**src/rtl/lms_pkg.sv**
```systemverilog
// lms_pkg: shared constants, FSM state type and saturation helper for the LMS filter stages.
package lms_pkg;
    localparam int NUM_TAPS = 8;
    localparam int DATA_W   = 16;
    localparam int FRAC_W   = 8;

    typedef enum logic [1:0] {IDLE, MAC, OUT} state_t;

    // Clamp a signed value into the signed range of a w-bit word; caller truncates to w bits.
    function automatic logic signed [63:0] saturate(input logic signed [63:0] v, input int w);
        logic signed [63:0] hi;
        logic signed [63:0] lo;
        hi = (64'sd1 <<< (w - 1)) - 64'sd1;
        lo = -(64'sd1 <<< (w - 1));
        return (v > hi) ? hi : ((v < lo) ? lo : v);
    endfunction
endpackage

```
**src/rtl/lms_error_stage_if.sv**
```systemverilog
// lms_error_stage_if: sample input, coefficient feedback and tap/error output bundle of the error stage.
interface lms_error_stage_if #(parameter int BIT_WIDTH = lms_pkg::DATA_W);
    import lms_pkg::*;
    logic signed [BIT_WIDTH-1:0] sample_in;
    logic signed [BIT_WIDTH-1:0] desired_in;
    logic                        in_valid;
    logic                        in_ready;
    logic signed [BIT_WIDTH-1:0] coeff [NUM_TAPS];
    logic signed [BIT_WIDTH-1:0] x [NUM_TAPS];
    logic signed [BIT_WIDTH-1:0] y_out;
    logic signed [BIT_WIDTH-1:0] error_out;
    logic                        out_valid;

    modport master (output sample_in, desired_in, in_valid, coeff,
                    input  in_ready, x, y_out, error_out, out_valid);
    modport slave  (input  sample_in, desired_in, in_valid, coeff,
                    output in_ready, x, y_out, error_out, out_valid);
endinterface

```
**src/rtl/lms_tap_line.sv**
```systemverilog
// lms_tap_line: DEPTH-deep signed delay line, taps[0] newest, shifting only when shift_en is high.
module lms_tap_line #(
    parameter int WIDTH = 16,
    parameter int DEPTH = 8
) (
    input  logic                    clk,
    input  logic                    rst_n,
    input  logic                    shift_en,
    input  logic signed [WIDTH-1:0] din,
    output logic signed [WIDTH-1:0] taps [DEPTH]
);
    logic signed [WIDTH-1:0] taps_q [DEPTH];
    logic signed [WIDTH-1:0] taps_d [DEPTH];

    always_comb begin
        taps_d = taps_q;
        if (shift_en) begin
            taps_d[0] = din;
            for (int k = 1; k < DEPTH; k++) taps_d[k] = taps_q[k-1];
        end
    end

    always_ff @(posedge clk or negedge rst_n) begin
        if (!rst_n) taps_q <= '{default: '0};
        else        taps_q <= taps_d;
    end

    assign taps = taps_q;
endmodule

```
**src/rtl/lms_error_stage.sv**
```systemverilog
// lms_error_stage: 8-tap FIR with one time-shared multiplier, producing y and error = desired - y
// for the downstream LMS coefficient update.
module lms_error_stage
    import lms_pkg::*;
#(
    parameter int BIT_WIDTH = DATA_W,
    parameter int FRAC_BITS = FRAC_W
) (
    input logic               clk,
    input logic               rst_n,
    lms_error_stage_if.slave  bus
);
    localparam int AW = 2 * BIT_WIDTH + 3;
    typedef logic signed [BIT_WIDTH-1:0] word_t;

    state_t                  state_q, state_d;
    logic [2:0]              idx_q, idx_d;
    logic signed [AW-1:0]    acc_q, acc_d;
    word_t                   coeff_q [NUM_TAPS];
    word_t                   coeff_d [NUM_TAPS];
    word_t                   desired_q, desired_d;
    word_t                   y_q, y_d;
    word_t                   err_q, err_d;
    logic                    out_valid_q, out_valid_d;
    word_t                   taps [NUM_TAPS];
    logic                    accept;
    logic signed [2*BIT_WIDTH-1:0] prod;
    logic signed [AW-1:0]    shifted;
    logic signed [BIT_WIDTH:0] diff;
    word_t                   y_sat, err_sat;

    assign accept = (state_q == IDLE) && bus.in_valid;

    lms_tap_line #(.WIDTH(BIT_WIDTH), .DEPTH(NUM_TAPS)) u_taps (
        .clk      (clk),
        .rst_n    (rst_n),
        .shift_en (accept),
        .din      (bus.sample_in),
        .taps     (taps)
    );

    assign prod    = (2*BIT_WIDTH)'(coeff_q[idx_q]) * (2*BIT_WIDTH)'(taps[idx_q]);
    assign shifted = acc_q >>> FRAC_BITS;
    assign y_sat   = BIT_WIDTH'(saturate(64'(shifted), BIT_WIDTH));
    assign diff    = (BIT_WIDTH+1)'(desired_q) - (BIT_WIDTH+1)'(y_sat);
    assign err_sat = BIT_WIDTH'(saturate(64'(diff), BIT_WIDTH));

    // OUT is the settle cycle after the last MAC; results are registered on its exit edge,
    // so the pulse overlaps the first IDLE cycle and back-to-back samples run every 10 cycles.
    always_comb begin
        state_d     = state_q;
        idx_d       = idx_q;
        acc_d       = acc_q;
        coeff_d     = coeff_q;
        desired_d   = desired_q;
        y_d         = y_q;
        err_d       = '0;
        out_valid_d = 1'b0;
        case (state_q)
            IDLE: if (bus.in_valid) begin
                state_d   = MAC;
                idx_d     = '0;
                acc_d     = '0;
                coeff_d   = bus.coeff;
                desired_d = bus.desired_in;
            end
            MAC: begin
                acc_d   = acc_q + AW'(prod);
                idx_d   = idx_q + 3'd1;
                state_d = (idx_q == 3'd7) ? OUT : MAC;
            end
            OUT: begin
                y_d         = y_sat;
                err_d       = err_sat;
                out_valid_d = 1'b1;
                state_d     = IDLE;
            end
            default: state_d = IDLE;
        endcase
    end

    always_ff @(posedge clk or negedge rst_n) begin
        if (!rst_n) begin
            state_q     <= IDLE;
            idx_q       <= '0;
            acc_q       <= '0;
            coeff_q     <= '{default: '0};
            desired_q   <= '0;
            y_q         <= '0;
            err_q       <= '0;
            out_valid_q <= 1'b0;
        end else begin
            state_q     <= state_d;
            idx_q       <= idx_d;
            acc_q       <= acc_d;
            coeff_q     <= coeff_d;
            desired_q   <= desired_d;
            y_q         <= y_d;
            err_q       <= err_d;
            out_valid_q <= out_valid_d;
        end
    end

    assign bus.in_ready  = (state_q == IDLE);
    assign bus.x         = taps;
    assign bus.y_out     = y_q;
    assign bus.error_out = err_q;
    assign bus.out_valid = out_valid_q;
endmodule
```
**src/flat_wrapper.sv**
```systemverilog
// flat-port wrapper written by rule: the top's interface ports become plain ports
module lms_error_stage_flat import lms_pkg::*;
#(
    parameter int BIT_WIDTH = DATA_W,
    parameter int FRAC_BITS = FRAC_W
)
  (clk, rst_n, bus_sample_in, bus_desired_in, bus_in_valid, bus_coeff, bus_in_ready, bus_x, bus_y_out, bus_error_out, bus_out_valid);
  lms_error_stage_if #(.BIT_WIDTH(BIT_WIDTH)) bus_i ();
  input logic clk;
  input logic rst_n;
  input wire logic [$bits(bus_i.sample_in)-1:0] bus_sample_in;
  input wire logic [$bits(bus_i.desired_in)-1:0] bus_desired_in;
  input wire logic [$bits(bus_i.in_valid)-1:0] bus_in_valid;
  input wire logic [$bits(bus_i.coeff)-1:0] bus_coeff;
  output wire logic [$bits(bus_i.in_ready)-1:0] bus_in_ready;
  output wire logic [$bits(bus_i.x)-1:0] bus_x;
  output wire logic [$bits(bus_i.y_out)-1:0] bus_y_out;
  output wire logic [$bits(bus_i.error_out)-1:0] bus_error_out;
  output wire logic [$bits(bus_i.out_valid)-1:0] bus_out_valid;
  assign bus_i.sample_in = bus_sample_in;
  assign bus_i.desired_in = bus_desired_in;
  assign bus_i.in_valid = bus_in_valid;
  assign bus_i.coeff = {>>{bus_coeff}};
  assign bus_in_ready = bus_i.in_ready;
  assign bus_x = {>>{bus_i.x}};
  assign bus_y_out = bus_i.y_out;
  assign bus_error_out = bus_i.error_out;
  assign bus_out_valid = bus_i.out_valid;
  lms_error_stage #(.BIT_WIDTH(BIT_WIDTH), .FRAC_BITS(FRAC_BITS)) u_core (.clk(clk), .rst_n(rst_n), .bus(bus_i));
endmodule
```
**config.mk**
```make
export PLATFORM = sky130hd
export DESIGN_NAME = lms_error_stage_flat
export DESIGN_NICKNAME = d
export VERILOG_FILES = /design/src/rtl/lms_pkg.sv /design/src/rtl/lms_error_stage_if.sv /design/src/rtl/lms_tap_line.sv /design/src/rtl/lms_error_stage.sv /design/src/flat_wrapper.sv
export SDC_FILE = /design/constraint.sdc
export NUM_CORES = 2
export LEC_CHECK = 0
export ABC_AREA = 1
export CAP_MARGIN = 20
export CORE_UTILIZATION = 55
export CTS_CLUSTER_DIAMETER = 60
export DETAILED_ROUTE_END_ITERATION = 16
export PLACE_DENSITY = 0.79
export SKIP_LAST_GASP = 1
export SLEW_MARGIN = 25
export SYNTH_ARGS = -nofsm -noshare
export SYNTH_HDL_FRONTEND = slang
export SYNTH_SLANG_ARGS = --single-unit
```
**constraint.sdc**
```tcl
create_clock -name clk -period 6.9 [get_ports clk]
set_input_delay 1.38 -clock clk [delete_from_list [all_inputs] [get_ports clk]]
set_output_delay 1.38 -clock clk [all_outputs]
set_load 0.005 [all_outputs]
```
==> results by group <==
Outcome
  • Status: finished clean

Logic synthesis
  • Syn. warnings: 0
  • Synthesized area per cell: 8.04 sq um
  • Number of distinct standard cells referenced by the synthesized netlist: 44
  • Post-Syn Area: 0.0281 sq mm
  • Portion of the post-synthesis area used by sequential elements: 0.308
  • Asr flop ratio synth: 1.00
  • Dominant register cell in the synthesized netlist: sky130_fd_sc_hd__dfrtp_1
  • Number of flip-flops and latches in the synthesized netlist: 345
  • Synthesized instance count: 3492
  • Post-synth EDFFs: 0
  • Post-synth net total: between 4000 and 5000

Critical path
  • Data required time of the worst path: 7.36 ns
  • CP bufs+invs: 10
  • Slowest cell on the critical path: sky130_fd_sc_hd__dfrtp_4
  • Kind of end point of the critical path: flop
  • CP max FO: 23
  • Data arrival time of the critical path: 7.32 ns
  • Top Family by Delay on Critical Path: adder cells
  • Critical path class: flop to flop
  • Startpoint type of the worst setup path: flop
  • Crit-path max cell delay: ~0.6 ns

Global routing
  • Number of antenna violations at the first check in global routing: 6
  • Number of global-route vias before repair: 24573
  • Total GRT Usage: 0.318
  • First-pass GRT wire length: 131000 microns
  • Pin count of the biggest net entering global routing: 198
  • Global route total overflow: 0

Cells and area
  • Fraction of final layout cells with drive strength greater than 1: 0.102
  • Signed area change from the synthesized netlist to the final layout: 24.6%
  • Design area: 0.0350 sq mm
  • Leading cell type in the layout, fill and taps excluded: sky130_fd_sc_hd__nand2_1
  • Post-layout utilization of the core: 0.696
  • Count of filler cells inserted in the layout: 3895
  • Final cell count without fillers: between 4000 and 5000
  • Area used by multi-input combinational logic: 0.0170 sq mm
  • Layout net count: 4451
  • Register area: 0.00864 sq mm
  • Most frequent cells in the layout: 977 x sky130_fd_sc_hd__nand2_1, 580 x sky130_fd_sc_hd__inv_1, 343 x sky130_fd_sc_hd__dfrtp_1, 323 x sky130_fd_sc_hd__clkdlybuf4s50_1, 310 x sky130_fd_sc_hd__o21ai_0

Clock network
  • CTS Root Buffer Type: sky130_fd_sc_hd__clkbuf_16
  • Clk buf depth: 3
  • Clock transition at path regs: approximately 0.06 ns
  • CTS Hold Bufs: 0
  • CTS tree: built
  • CTS buffer count: 42
  • Worst-skew pair later-pin latency: 0.59 ns
  • Number of clock sinks: 345
  • CTS H-Tree Depth: 2

Timing
  • Measured slew at the worst slew-check pin: 1.17 ns
  • Relative slew slack: 0.220
  • Max Transition Viols Final: 0
  • Clock Skew: 0.0331 ns
  • Final-layout setup total negative slack: 0 ns
  • Clock period minus final worst setup slack: 6.85 ns
  • Final setup vio count: 0
  • Peak Freq: 0.146 GHz
  • Final critical-path share of the clock period: 0.993
  • Unrepaired setup endpoints after global routing: true
  • Hold violation count in the final report: 0

Drt
  • TritonRoute pass-1 iters: 6
  • Antenna Violating Nets Remaining: 0
  • DR WL/cell: ~18 microns
  • Remaining DRCs: 0
  • Number of vias per cell after detailed routing: 5.43
  • Number of DRC markers after the initial detailed-route iteration: 2582
  • Vias: 24769
  • Routed WL: 84300 microns

Placement
  • Half-perimeter wire length after detailed placement: 62000 microns
  • Cell count after placement: 4434
  • Final weighted congestion in routability-driven placement: 0.989
  • I/O Buffers: ~320
  • Placement Cell Area: 0.0322 sq mm

Floorplan
  • Die Wd: 228 microns
  • Top Ports: 325
  • Core Rows: 82
  • Full die area: 0.0519 sq mm
  • Die height: 228 microns
  • Placeable core region: between 0.05 and 0.06 sq mm
  • Effective utilization at floorplan: 0.558

Job
  • Number of maximum-capacitance violations: 0

Min path
  • Classification of the worst-slack hold path: flop to flop
[cell usage after synthesis, types with 10 or more instances]
master                     count  area (sq um)
sky130_fd_sc_hd__nand2_1    1003          3760
sky130_fd_sc_hd__inv_1       596          2240
sky130_fd_sc_hd__dfrtp_1     345          8630
sky130_fd_sc_hd__o21ai_0     318          1590
sky130_fd_sc_hd__fa_1        311          6230
sky130_fd_sc_hd__nor2_1      285          1070
sky130_fd_sc_hd__ha_1        122          1530
sky130_fd_sc_hd__a21oi_1     112           561
sky130_fd_sc_hd__nand3_1      62           310
sky130_fd_sc_hd__buf_2        58           290
sky130_fd_sc_hd__clkbuf_1     44           165
sky130_fd_sc_hd__o22ai_1      30           188
sky130_fd_sc_hd__o21ai_1      22           110
sky130_fd_sc_hd__inv_2        19          71.3
sky130_fd_sc_hd__buf_4        18           135
sky130_fd_sc_hd__xnor2_1      16           140
sky130_fd_sc_hd__o21ai_2      14           123
sky130_fd_sc_hd__buf_1        12          45.0
sky130_fd_sc_hd__buf_6        10           113
[metal layers]
| metal | global-route usage | wire [microns] | vias to the layer above |
|---|---|---|---|
| li1 | - | - | 11372 |
| met1 | 0.420 | 33300 | 12042 |
| met2 | 0.522 | 40500 | 1143 |
| met3 | 0.0593 | 7290 | 208 |
| met4 | 0.125 | 3180 | 4 |
| met5 | 0 | 23 | - |
[state kept, by name (all words and copies together), names as in the netlist]
name	flops
u_core.coeff_q	128
u_core.bus.y_out	16
u_core.bus.error_out	16
u_core.u_taps.taps	128
u_core.bus.out_valid	1
u_core.desired_q	16
u_core.idx_q	3
u_core.state_q	2
u_core.acc_q	35
[cells by family after synthesis]
kind of cell,Yosys count,synth area share
simple gates,1402,0.196
xor+xnor,22,0.00686
buf+inv,759,0.109
flops,345,0.308
fa+ha+maj,433,0.276
compound gates,531,0.104
[per-stage QoR]
step                hold slack [ns]  setup slack [ns]
floorplan                     0.444             0.596
global placement              0.457           -0.0469
detailed placement            0.460           -0.0773
CTS                           0.477          -0.00400
global route                  0.487            -0.142
finish                        0.473            0.0455
[repair_timing]
action,in CTS,in global routing
gates cloned,0,8
buffers inserted,0,41
endpoints found under the hold margin,0,0
endpoints found under the setup margin,7,23
resized for setup,5,188
pin swaps,0,31
[area by class of cell]
cell class              instances  share of cell area
inverters                     617              0.0677
clock inverters                18             0.00655
clock buffers                  58              0.0344
multi-input cells            2388               0.486
repair inverters                3             0.00111
repair buffers                458               0.133
well taps                     672              0.0240
diodes                          3            0.000215
flip-flops and latches        345               0.247
[worst paths after layout]
check	slack [ns]	depth (start not counted)	from	end
worst max-delay path	0.05	29	u_core.idx_q[0]	u_core.acc_q[31]
worst max register to register	0.05	29	u_core.idx_q[0]	u_core.acc_q[31]
max in group asynchronous	4.52	2	rst_n	u_core.idx_q[0]
worst min-delay path	0.47	2	u_core.coeff_q[106]	u_core.coeff_q[106]
min in group asynchronous	0.84	1	rst_n	u_core.coeff_q[104]
worst min register to register	0.47	2	u_core.coeff_q[106]	u_core.coeff_q[106]
[worst reg2reg max path: cells and delay by family, from the launching register on]
kind                     cells  cell delay (ns)
adder cells (fa/ha/maj)      7             3.26
buffers and inverters       10             1.25
AND/OR/NAND/NOR              9             0.84
AO/OA/AOI/OAI                3             0.77
flip-flops                   1             0.61
Power is not shown: default switching activity piles up to over one toggle a cycle in this logic, so the estimate is an artifact.
